`src/rtl/ls_queue_pkg.sv`:
```
`default_nettype none
// +--------------------------------------------------------------------+
// | Module   : ls_queue_pkg                                            |
// | Brief    : Shared op codes, memory access types and FSM states     |
// |            for the load/store queue.                               |
// | Revision : 1.0  initial release                                    |
// +--------------------------------------------------------------------+
package ls_queue_pkg;

  // Load/store op codes shared with the dispatch stage
  localparam logic [4:0] OP_LB  = 5'd1;
  localparam logic [4:0] OP_LH  = 5'd2;
  localparam logic [4:0] OP_LW  = 5'd3;
  localparam logic [4:0] OP_LBU = 5'd4;
  localparam logic [4:0] OP_LHU = 5'd5;
  localparam logic [4:0] OP_SB  = 5'd6;
  localparam logic [4:0] OP_SH  = 5'd7;
  localparam logic [4:0] OP_SW  = 5'd8;

  // Memory controller access-type encoding
  localparam logic [2:0] MT_LB      = 3'b110;
  localparam logic [2:0] MT_LBU     = 3'b010;
  localparam logic [2:0] MT_LH      = 3'b101;
  localparam logic [2:0] MT_LHU     = 3'b001;
  localparam logic [2:0] MT_WORD    = 3'b000;
  localparam logic [2:0] MT_SB      = 3'b010;
  localparam logic [2:0] MT_SH      = 3'b001;
  localparam logic [2:0] MT_INVALID = 3'b111;

  typedef enum logic [0:0] {
    ST_IDLE = 1'b0,
    ST_WAIT = 1'b1
  } lsq_state_t;

  // Effective address: base plus immediate, wrapping modulo 2^32
  function automatic logic [31:0] eff_addr(input logic [31:0] base,
                                           input logic [31:0] offset);
    return base + offset;
  endfunction

endpackage
`default_nettype wire

```
`src/rtl/ls_type_decode.sv`:
```
`default_nettype none
// +--------------------------------------------------------------------+
// | Module   : ls_type_decode                                          |
// | Brief    : Combinational op decode into load/store class and       |
// |            memory access type.                                     |
// | Revision : 1.0  initial release                                    |
// +--------------------------------------------------------------------+
module ls_type_decode
  import ls_queue_pkg::*;
(
  input  logic [4:0] op,
  output logic       is_load,
  output logic       is_store,
  output logic [2:0] mem_type
);

  // Classify op; anything that is not a load or store reads as invalid
  always_comb begin
    is_load  = 1'b0;
    is_store = 1'b0;
    mem_type = MT_INVALID;
    case (op)
      OP_LB:   begin is_load  = 1'b1; mem_type = MT_LB;   end
      OP_LBU:  begin is_load  = 1'b1; mem_type = MT_LBU;  end
      OP_LH:   begin is_load  = 1'b1; mem_type = MT_LH;   end
      OP_LHU:  begin is_load  = 1'b1; mem_type = MT_LHU;  end
      OP_LW:   begin is_load  = 1'b1; mem_type = MT_WORD; end
      OP_SB:   begin is_store = 1'b1; mem_type = MT_SB;   end
      OP_SH:   begin is_store = 1'b1; mem_type = MT_SH;   end
      OP_SW:   begin is_store = 1'b1; mem_type = MT_WORD; end
      default: ;
    endcase
  end

endmodule
`default_nettype wire

```
`src/rtl/ls_queue.sv`:
```
`default_nettype none
// +--------------------------------------------------------------------+
// | Module   : ls_queue                                                |
// | Brief    : In-order load/store queue with CDB snooping, commit-    |
// |            gated stores, mispredict flush and occupancy output.    |
// | Revision : 1.0  initial release                                    |
// +--------------------------------------------------------------------+
module ls_queue
  import ls_queue_pkg::*;
#(
  parameter int               DEPTH    = 16,
  parameter int               TAG_W    = 4,
  parameter logic [TAG_W-1:0] NONE_TAG = {TAG_W{1'b1}}
) (
  input  logic                    clk_in,
  input  logic                    rst_in,
  input  logic                    rdy_in,
  input  logic                    disp_valid,
  input  logic [4:0]              disp_op,
  input  logic [TAG_W-1:0]        disp_tag,
  input  logic [31:0]             disp_imm,
  input  logic [31:0]             disp_vj,
  input  logic [31:0]             disp_vk,
  input  logic [TAG_W-1:0]        disp_qj,
  input  logic [TAG_W-1:0]        disp_qk,
  output logic                    disp_ready,
  output logic [$clog2(DEPTH):0]  count,
  input  logic                    cdb_active,
  input  logic [TAG_W-1:0]        cdb_tag,
  input  logic [31:0]             cdb_val,
  input  logic                    commit_valid,
  input  logic [TAG_W-1:0]        commit_tag,
  input  logic                    flush,
  output logic                    mem_valid,
  output logic                    mem_r_nw,
  output logic [2:0]              mem_type,
  output logic [31:0]             mem_addr,
  output logic [31:0]             mem_wdata,
  input  logic                    mem_done,
  input  logic [31:0]             mem_rdata,
  output logic                    submit_valid,
  output logic [TAG_W-1:0]        submit_tag,
  output logic [31:0]             submit_val
);

  localparam int IDX_W = $clog2(DEPTH);
  localparam int PTR_W = IDX_W + 1;

  // Pointers carry one extra wrap bit so every slot is usable
  logic [PTR_W-1:0] front, rear;
  logic [IDX_W-1:0] fi, ri;
  logic             empty, full;

  logic [4:0]       e_op  [DEPTH];
  logic [TAG_W-1:0] e_tag [DEPTH];
  logic [TAG_W-1:0] e_qj  [DEPTH];
  logic [TAG_W-1:0] e_qk  [DEPTH];
  logic [31:0]      e_imm [DEPTH];
  logic [31:0]      e_vj  [DEPTH];
  logic [31:0]      e_vk  [DEPTH];
  logic [DEPTH-1:0] e_st, e_cm, in_q;

  assign fi         = front[IDX_W-1:0];
  assign ri         = rear[IDX_W-1:0];
  assign count      = rear - front;
  assign empty      = (rear == front);
  assign full       = (rear[IDX_W] != front[IDX_W]) && (ri == fi);
  assign disp_ready = !full;

  // An entry is live when its distance from the head is below occupancy
  for (genvar i = 0; i < DEPTH; i++) begin : g_inq
    assign in_q[i] = ({1'b0, IDX_W'(i) - fi} < count);
  end

  // Dispatch decode and operand bypass from a same-cycle CDB broadcast
  logic       disp_ld, disp_st;
  logic [2:0] disp_mt;
  ls_type_decode u_disp_dec (
    .op       (disp_op),
    .is_load  (disp_ld),
    .is_store (disp_st),
    .mem_type (disp_mt)
  );

  logic             do_push, hit_j, hit_k;
  logic [31:0]      push_vj, push_vk;
  logic [TAG_W-1:0] push_qj, push_qk;
  assign do_push = rdy_in && !flush && disp_valid && disp_ready && (disp_mt != MT_INVALID);
  assign hit_j   = cdb_active && (disp_qj != NONE_TAG) && (disp_qj == cdb_tag);
  assign hit_k   = cdb_active && !disp_ld && (disp_qk != NONE_TAG) && (disp_qk == cdb_tag);
  assign push_vj = hit_j ? cdb_val : disp_vj;
  assign push_qj = hit_j ? NONE_TAG : disp_qj;
  assign push_vk = hit_k ? cdb_val : disp_vk;
  assign push_qk = (disp_ld || hit_k) ? NONE_TAG : disp_qk;

  // Head decode drives issue eligibility and the request access type
  logic       head_ld, head_st, head_ready;
  logic [2:0] head_mt;
  ls_type_decode u_head_dec (
    .op       (e_op[fi]),
    .is_load  (head_ld),
    .is_store (head_st),
    .mem_type (head_mt)
  );
  assign head_ready = !empty && !flush && (e_qj[fi] == NONE_TAG) && (e_qk[fi] == NONE_TAG)
                      && (head_ld || (head_st && e_cm[fi]));

  // Length of the committed-store run at the head; those entries survive a flush
  logic [PTR_W-1:0] run;
  logic             run_on;
  logic [IDX_W-1:0] scan;
  always_comb begin
    run    = '0;
    run_on = 1'b1;
    scan   = fi;
    for (int k = 0; k < DEPTH; k++) begin
      scan = fi + IDX_W'(k);
      if (run_on && (PTR_W'(k) < count) && e_st[scan] && e_cm[scan]) run = run + PTR_W'(1);
      else run_on = 1'b0;
    end
  end

  // Issue/complete FSM: next state and control strobes
  lsq_state_t state_q, state_d;
  logic       issue, complete;
  always_comb begin
    state_d  = state_q;
    issue    = 1'b0;
    complete = 1'b0;
    case (state_q)
      ST_IDLE: if (head_ready) begin issue = 1'b1; state_d = ST_WAIT; end
      ST_WAIT: if (mem_done) begin complete = 1'b1; state_d = ST_IDLE; end
      default: state_d = ST_IDLE;
    endcase
  end

  // FSM state register
  always_ff @(posedge clk_in) begin
    if (rst_in) state_q <= ST_IDLE;
    else if (rdy_in) state_q <= state_d;
  end

  // A load squashed by a flush still completes but neither pops nor submits
  logic             fl_load, fl_kill;
  logic [TAG_W-1:0] fl_tag;
  logic             drop_done, pop;
  assign drop_done = fl_load && (fl_kill || flush);
  assign pop       = complete && !drop_done;

  // Entry storage: snoop, commit, push and pointer movement
  always_ff @(posedge clk_in) begin
    if (rst_in) begin
      front <= '0;
      rear  <= '0;
      e_st  <= '0;
      e_cm  <= '0;
      for (int i = 0; i < DEPTH; i++) begin
        e_op[i]  <= '0;
        e_tag[i] <= '0;
        e_imm[i] <= '0;
        e_vj[i]  <= '0;
        e_vk[i]  <= '0;
        e_qj[i]  <= NONE_TAG;
        e_qk[i]  <= NONE_TAG;
      end
    end else if (rdy_in) begin
      for (int i = 0; i < DEPTH; i++) begin
        if (in_q[i]) begin
          if (cdb_active && (e_qj[i] != NONE_TAG) && (e_qj[i] == cdb_tag)) begin
            e_vj[i] <= cdb_val;
            e_qj[i] <= NONE_TAG;
          end
          if (cdb_active && (e_qk[i] != NONE_TAG) && (e_qk[i] == cdb_tag)) begin
            e_vk[i] <= cdb_val;
            e_qk[i] <= NONE_TAG;
          end
          if (commit_valid && e_st[i] && (e_tag[i] == commit_tag)) e_cm[i] <= 1'b1;
        end
      end
      if (do_push) begin
        e_op[ri]  <= disp_op;
        e_tag[ri] <= disp_tag;
        e_imm[ri] <= disp_imm;
        e_vj[ri]  <= push_vj;
        e_vk[ri]  <= push_vk;
        e_qj[ri]  <= push_qj;
        e_qk[ri]  <= push_qk;
        e_st[ri]  <= disp_st;
        e_cm[ri]  <= 1'b0;
      end
      if (flush) rear <= front + run;
      else if (do_push) rear <= rear + PTR_W'(1);
      if (pop) front <= front + PTR_W'(1);
    end
  end

  // Memory request, in-flight bookkeeping and load result registers
  always_ff @(posedge clk_in) begin
    if (rst_in) begin
      mem_valid    <= 1'b0;
      mem_r_nw     <= 1'b0;
      mem_type     <= '0;
      mem_addr     <= '0;
      mem_wdata    <= '0;
      submit_valid <= 1'b0;
      submit_tag   <= '0;
      submit_val   <= '0;
      fl_load      <= 1'b0;
      fl_kill      <= 1'b0;
      fl_tag       <= '0;
    end else if (rdy_in) begin
      mem_valid    <= 1'b0;
      submit_valid <= 1'b0;
      if (issue) begin
        mem_valid <= 1'b1;
        mem_r_nw  <= head_ld;
        mem_type  <= head_mt;
        mem_addr  <= eff_addr(e_vj[fi], e_imm[fi]);
        mem_wdata <= e_vk[fi];
        fl_load   <= head_ld;
        fl_tag    <= e_tag[fi];
        fl_kill   <= 1'b0;
      end
      if ((state_q == ST_WAIT) && flush && fl_load) fl_kill <= 1'b1;
      if (complete && fl_load && !drop_done) begin
        submit_valid <= 1'b1;
        submit_tag   <= fl_tag;
        submit_val   <= mem_rdata;
      end
    end
  end

endmodule
`default_nettype wire

```
`config.mk`:
```
export PLATFORM = sky130hd
export DESIGN_NAME = ls_queue
export DESIGN_NICKNAME = d
export VERILOG_FILES = /design/src/rtl/ls_queue_pkg.sv /design/src/rtl/ls_type_decode.sv /design/src/rtl/ls_queue.sv
export SDC_FILE = /design/constraint.sdc
export NUM_CORES = 2
export LEC_CHECK = 0
export CAP_MARGIN = 20
export CORE_ASPECT_RATIO = 0.75
export CORE_MARGIN = 2
export CORE_UTILIZATION = 45
export CTS_CLUSTER_SIZE = 30
export DETAILED_ROUTE_END_ITERATION = 6
export MAX_ROUTING_LAYER = met4
export SLEW_MARGIN = 20
export SYNTH_ARGS = -nofsm -noshare
export SYNTH_HDL_FRONTEND = slang
export SYNTH_SLANG_ARGS = --single-unit
export TNS_END_PERCENT = 50
```
`constraint.sdc`:
```
create_clock -name clk_in -period 22.5 [get_ports clk_in]
set_clock_uncertainty 0.1 [all_clocks]
set_input_delay 3.375 -clock clk_in [delete_from_list [all_inputs] [get_ports clk_in]]
set_output_delay 3.375 -clock clk_in [all_outputs]
set_load 0.1 [all_outputs]
```
; Word level (Yosys, flattened, before mapping)
; Memory sizes are Yosys's and may differ from the RTL's. A register that Yosys moved wholly into a read port is not among the register bits.
; Index checks and enable logic that the tools add are counted.
; Widths: inputs -> output; s select.
[word_totals]
output_inout_bits = 112
register_bits = 118
word_cells = 922
in_bits = 193
ram_bits = 1808
memories = 7
[classes]
magnitude_cmp = 50
n_eq_ne = 106
mux = 434
addsub = 51
reduce_logical = 194
bitwise = 67
[memory_table]
columns = name, words, word_bits, read_ports, rd_clocked_by_memory_dff, write_ports, line_no
row1 = e_imm, 16, 32, 1, 1, 16, ls_queue.sv:58  ; logic [31:0] e_imm [DEPTH];
row2 = e_vj, 16, 32, 1, 1, 17, ls_queue.sv:59  ; logic [31:0] e_vj [DEPTH];
row3 = e_vk, 16, 32, 1, 1, 17, ls_queue.sv:60  ; logic [31:0] e_vk [DEPTH];
row4 = e_op, 16, 5, 1, 1, 16, ls_queue.sv:54  ; logic [4:0] e_op [DEPTH];
row5 = e_qj, 16, 4, 17, 1, 17, ls_queue.sv:56  ; logic [TAG_W-1:0] e_qj [DEPTH];
row6 = e_qk, 16, 4, 17, 1, 17, ls_queue.sv:57  ; logic [TAG_W-1:0] e_qk [DEPTH];
row7 = 1 more memories, -, -, -, -, -, -
[op_table]
columns = cell, count
row1 = $mux 32, 35
row2 = $mux 1, 295
row3 = $eq 4x4->1, 51
row4 = $mux 4, 48
row5 = $logic_and 1x1->1, 165
row6 = $ne 4x4->1 const B, 34
row7 = $bmux 1 s4, 32
row8 = $lt 4x5->1 const B, 17
row9 = $mux 5, 17
row10 = $add 5x1->5 const B, 16
row11 = $lt 4x5->1, 16
row12 = $or 1x1->1, 64
row13 = $eq 5x3->1 const B, 8
row14 = $lt 4x5->1 const A, 8
row15 = $add 32x32->32, 1
row16 = $add 4x4->4 const B, 8
row17 = $reduce_or 32->1, 1
row18 = $sub 4x4->4 const A, 8
row19 = $pmux 3 s5, 2
row20 = $eq 5x2->1 const B, 4
row21 = $lt 3x5->1 const A, 4
row22 = $add 4x3->4 const B, 4
row23 = $and 16x16->16, 1
row24 = $bwmux 16, 1
row25 = other kinds (31), 62

; Logic depth before layout (Yosys ltp)
[logic_depth]
depth_word = 67
ltp_mapped = 66
mapped_depth_nobuf = 65

; Modules after synthesis
; From an unflattened synthesis, not the netlist that was laid out.
[unflattened]
cells_unflattened = 7720
hier_area_um2 = 97075.6
[by_module_without_submodules]
columns = mod, instances, area_each_um2, cells_each, seq_area_each_um2
row1 = ls_queue, 1, 96857.9, 7690, 57455.1
row2 = ls_type_decode, 2, 108.9, 15, 0.0

; Least setup slack after synthesis
; No wires, ideal clock.
[synth_path]
path_kind = register to register
start = reg front[3]
end = reg rear[4]
t_required_ps = 22309
setup_ps = 91
setup_slack_ps = 8630
synth_period_minus_slack_ps = 13870
n_path_buf = 2
stages_incl_launch_ff = 63
t_arrival_ps = 13679
path_cell_list = dfxtp_1 > buf_1 > inv_2 > clkbuf_1 > ha_1 > xnor2_2 > nand3_1 > nor2_1 > a211oi_1 > nor4b_1 > ha_1 > and3_1 > a32oi_1 > a32oi_2 > nand2_1 > nand2b_1 > ha_1 > o21a_1 > [... 27 more ...] > ha_1 > mux2_2 > mux2_2 > ha_1 > mux2_2 > ha_1 > mux2_2 > fa_1 > a21o_1 > a21oi_1 > xnor2_1 > xnor2_1 > xnor2_1 > xnor2_1 > xnor2_1 > xnor2_1 > xnor2_1 > a311oi_1
[synth_via]
elab_chain_cells = 67
word_cells_on_any_way = 198
classes_between = 32 x add/sub / 16 x order compare / 1 x eq/ne / 96 x mux / 53 x reduce/logical
[synth_rtl]
columns = element, line_no
row1 = from (decl), ls_queue.sv:50  ; logic [PTR_W-1:0] front, rear;
row2 = from (signal assigned), ls_queue.sv:193  ; if (pop) front <= front + PTR_W'(1);
row3 = branches (longest 67 deep; another with $sub 5x5->5), -
row4 = to (signal assigned), ls_queue.sv:191  ; if (flush) rear <= front + run;
row5 = to (signal assigned), ls_queue.sv:192  ; else if (do_push) rear <= rear + PTR_W'(1);
row6 = to (decl), ls_queue.sv:50
; Several ways; the timed one is not identified. The select of a mux whose other input is x is not followed.
; A chain may end at the register's enable or synchronous reset.

; Final worst setup path
; Same ends and word-level chain as after synthesis.

==> results.md <==
- Routability cong.: 0.919
- Dpl hpwl: 197 mm
- Overflow after GRT: 0
- Vias in the first global route: 64.4k
- Num CTS Buffers: 203
- Slew headroom: 18.4%
- Global Route Usage Sum: 31.9%
- Max Freq: 0.0624 GHz
- Max incr delay on CP: 0.80 ns
- DR WL/cell: 34.1 microns
- Mapped Cells: 7094
- First-pass GRT wire length: 485 mm
- Post-Syn Area: 96700 sq um
- PD cells: 74.1 nW/um^2
- Core area: 214000 sq um
- Largest net degree at the start of global routing: 101
- CP Class: flip-flop to flip-flop
- Ys async rst share: 0%
- Clk sinks: 1966
- Drt via density: 6.62
- Post-synth EDFFs: 1808
- Max VDD drop: 0.0537 mV
- Complex-gate fraction of the synthesized area: 10.2%
- Rows: 147
- Final setup viols: 0
- Avg Cell Area, Syn: 13.6 sq um
- Chip height: 406 microns
- Vias: 66.7k
- HP Class: flip-flop to flip-flop
- Critical path arrival: 16.63 ns
- Setup TNS: 0 ns
- Fill cell count: 17.9k
- Worst-margin pin slew: 1.22 ns
- Starting DRT DRC Count: 10.7k
- Yosys warns: 0
- Slowest-stage cell, CP: clkinv_2
- Sequential fraction of the synthesis area: 59.4%
- Largest family of logic cells by synthesized area: multiplexers
- Share of cells above drive strength 1: 16.6%
- CP Capture Type: flip-flop
- Top_reg_cell synth: edfxtp_1
- Combinational power share: 7.6%
- Required time of the critical path: 23.11 ns
- Post-Synth Simple-Gate Area: 8.95%
- Clock Tree Root: clkbuf_16
- Mux cell area share after synthesis: 14.7%
- Final Routed Wirelength: 343 mm
- Clock Latency Late Sink: 0.89 ns
- Post-cts sizing count: 0
- Post-CTS setup buffer count: 0
- Netlist cell types: 84
- Sequential cell fraction of total power: 51.5%
- Pint: 6.15 mW
- CP max FO: 26
- # IOs: 305
- Crit-path most repeated cell: ha_1
- Post-Synth XOR/XNOR Area: 2.31%
- Placed Instances: 9707
- Initial antenna violation count: 20
- Fin crit share: 71.2%
- Number of H-tree levels: 4
- Worst setup SP type: flip-flop
- Finished Layout Cells: 10.1k
- Sw frac: 23.8%
- Status: finished clean
- Port Buffers: 304
- Leak Pwr: 37.1 nW
- Max Cap Viol: 0
- Maximum clock path buffer count: 4
- Flops & latches, synth: 1966
- CTS tree: done
- Area of the die: 219000 sq um
- Die Span X: 539 microns
- Max Slew Vio Count: 0
- Fin nets: 7374
- Synth-to-Final Area Change: 12.6%
- RSZ-0062 raised after global routing: no
- Final ANT Viol Nets: 0
- Post-CTS Hold Fix Bufs: 0
- Initial Utilization: 45.2%
- Remaining DRCs: 0
- Final Hold Vio Count: 0
- Adder-cell share of the synthesized area: 1.30%
- 1st-pass router iterations: 7
- Net switching power: 1.92 mW
- Clk slew on worst S/H paths: 0.06 ns
- Clock share of power: 40.9%
- Post-route core utilization: 50.9%
- Final worst path period need: 16.02 ns
## worst max-delay path, delay by kind of cell (launching register included)
family	cells	cell delay, ns
AOI/OAI and AO/OA	17	3.90
and+or+nand+nor	7	0.92
muxes	11	2.58
xor gates and xnor gates	9	1.56
DFF	1	0.31
buffers and inverters	4	1.28
adders and majority gates	15	5.21
## power by group through the flow
stage               Sequential, mW  Combinational [mW]  Clock (mW)
floorplan                     4.23               0.320           0
global placement              4.23               0.590           0
detailed placement            4.24               0.596           0
CTS                           4.16               0.599        3.32
global route                  4.17               0.635        3.46
finish                        4.16               0.613        3.30
## kinds of logic (layout without fill, tap and decap cells)
logic type / after synthesis / count (layout)
AO/OA/AOI/OAI: 1620 / 1620
AND/OR/NAND/NOR: 1644 / 1644
buffers and inverters: 801 / 925
other: 1 / 23
multiplexers: 719 / 719
adder cells (fa/ha/maj): 99 / 99
XOR/XNOR: 244 / 244
flip-flops: 1966 / 1966
## through the flow
step	setup slack (ns)	instance area, sq um	power [mW]	hold WS, ns
3_5_place_dp	6.65	103000	4.83	0.340
3_3_place_gp	6.67	103000	4.82	0.336
4_1_cts	6.55	109000	8.08	0.348
5_1_grt	5.13	109000	8.26	0.364
6_report	6.48	109000	8.07	0.347
2_1_floorplan	8.63	96800	4.55	0.329
## synthesized netlist by cell type (6+ instances only)
library cell / instances / area share [%]
a41oi_1: 6 / 0.054
inv_2: 10 / 0.039
mux4_2: 558 / 13
buf_2: 10 / 0.052
inv_1: 50 / 0.19
dfxtp_1: 158 / 3.3
nor4_1: 31 / 0.20
nor4b_1: 7 / 0.063
nor3_1: 57 / 0.29
o21bai_1: 201 / 1.6
nor2b_1: 16 / 0.10
xnor2_1: 102 / 0.92
o21ai_0: 77 / 0.40
clkbuf_1: 658 / 2.6
mux2i_1: 139 / 1.4
nand4_1: 38 / 0.25
buf_1: 67 / 0.26
a21oi_1: 557 / 2.9
o21a_1: 8 / 0.062
a21boi_0: 9 / 0.070
nand3_1: 104 / 0.54
nor2_1: 256 / 0.99
ha_1: 95 / 1.2
and2_1: 671 / 4.3
o22ai_1: 644 / 4.2
a31oi_1: 7 / 0.045
a31o_2: 13 / 0.12
mux2_2: 17 / 0.20
a211oi_1: 10 / 0.078
or2_2: 19 / 0.12
a21o_1: 41 / 0.32
nand2_1: 350 / 1.4
edfxtp_1: 1808 / 56
nor3b_1: 8 / 0.062
xor2_1: 135 / 1.2
nand2b_1: 54 / 0.35
or3_1: 7 / 0.045
## registers in the layout (all words and copies together), names as in the netlist, 16 cells and up, named ones only
signal and cells:
e_imm 512, e_vj 512, e_vk 512, e_op 80, e_qj 64, e_qk 64, e_tag 64, mem_addr 32
mem_wdata 32, submit_val 32, e_cm 16, e_st 16
## worst paths after layout
check                           cells after the start  startpoint  slack, ns       to
worst max-delay path                               63    front[3]       6.48  rear[4]
worst min-delay path                                2     fl_kill       0.35  fl_kill
worst max register to register                     63    front[3]       6.48  rear[4]
worst min register to register                      2     fl_kill       0.35  fl_kill
## cells in the final DEF, fill, tap and decap left out, types with 23 or more instances in the layout
cell type,netlist,final
clkbuf_1,658,47
a21oi_1,557,557
nand2b_1,54,46
o21ai_0,77,77
nand4_1,38,38
nor3_1,57,53
xnor2_1,102,102
edfxtp_1,1808,1808
nand3_1,104,86
clkinv_2,1,29
nor2_1,256,240
mux2i_1,139,132
clkinv_1,1,47
buf_4,0,199
ha_1,95,95
nand2_1,350,347
inv_1,50,45
o22ai_1,644,644
nor4_1,31,31
o21bai_1,201,201
mux4_2,558,558
clkdlybuf4s50_1,0,300
and2_1,671,665
dfxtp_1,158,151
a21o_1,41,23
clkbuf_16,0,208
xor2_1,135,134
## metal layers
metal | up-vias | global-route usage, % | part of all wire [%]
met4 | 0 | 11.7 | 4.3
li1 | 27348 | - | -
met1 | 33860 | 44.1 | 39
met3 | 721 | 7.78 | 13
met2 | 4761 | 45.8 | 43
met5 | - | - | 0
## cell type report
| class | instances | area, sq um | area share, % |
|---|---|---|---|
| clock buffers | 264 | 5490 | 5.04 |
| clock inverters | 91 | 732 | 0.672 |
| inverters | 62 | 235 | 0.216 |
| multi-input cells | 4342 | 36900 | 33.8 |
| repair buffers | 508 | 4610 | 4.23 |
| well taps | 2831 | 3540 | 3.25 |
| diodes | 7 | 17.5 | 0.0161 |
| flip-flops and latches | 1966 | 57500 | 52.7 |
(Power assumes the default switching activity.)
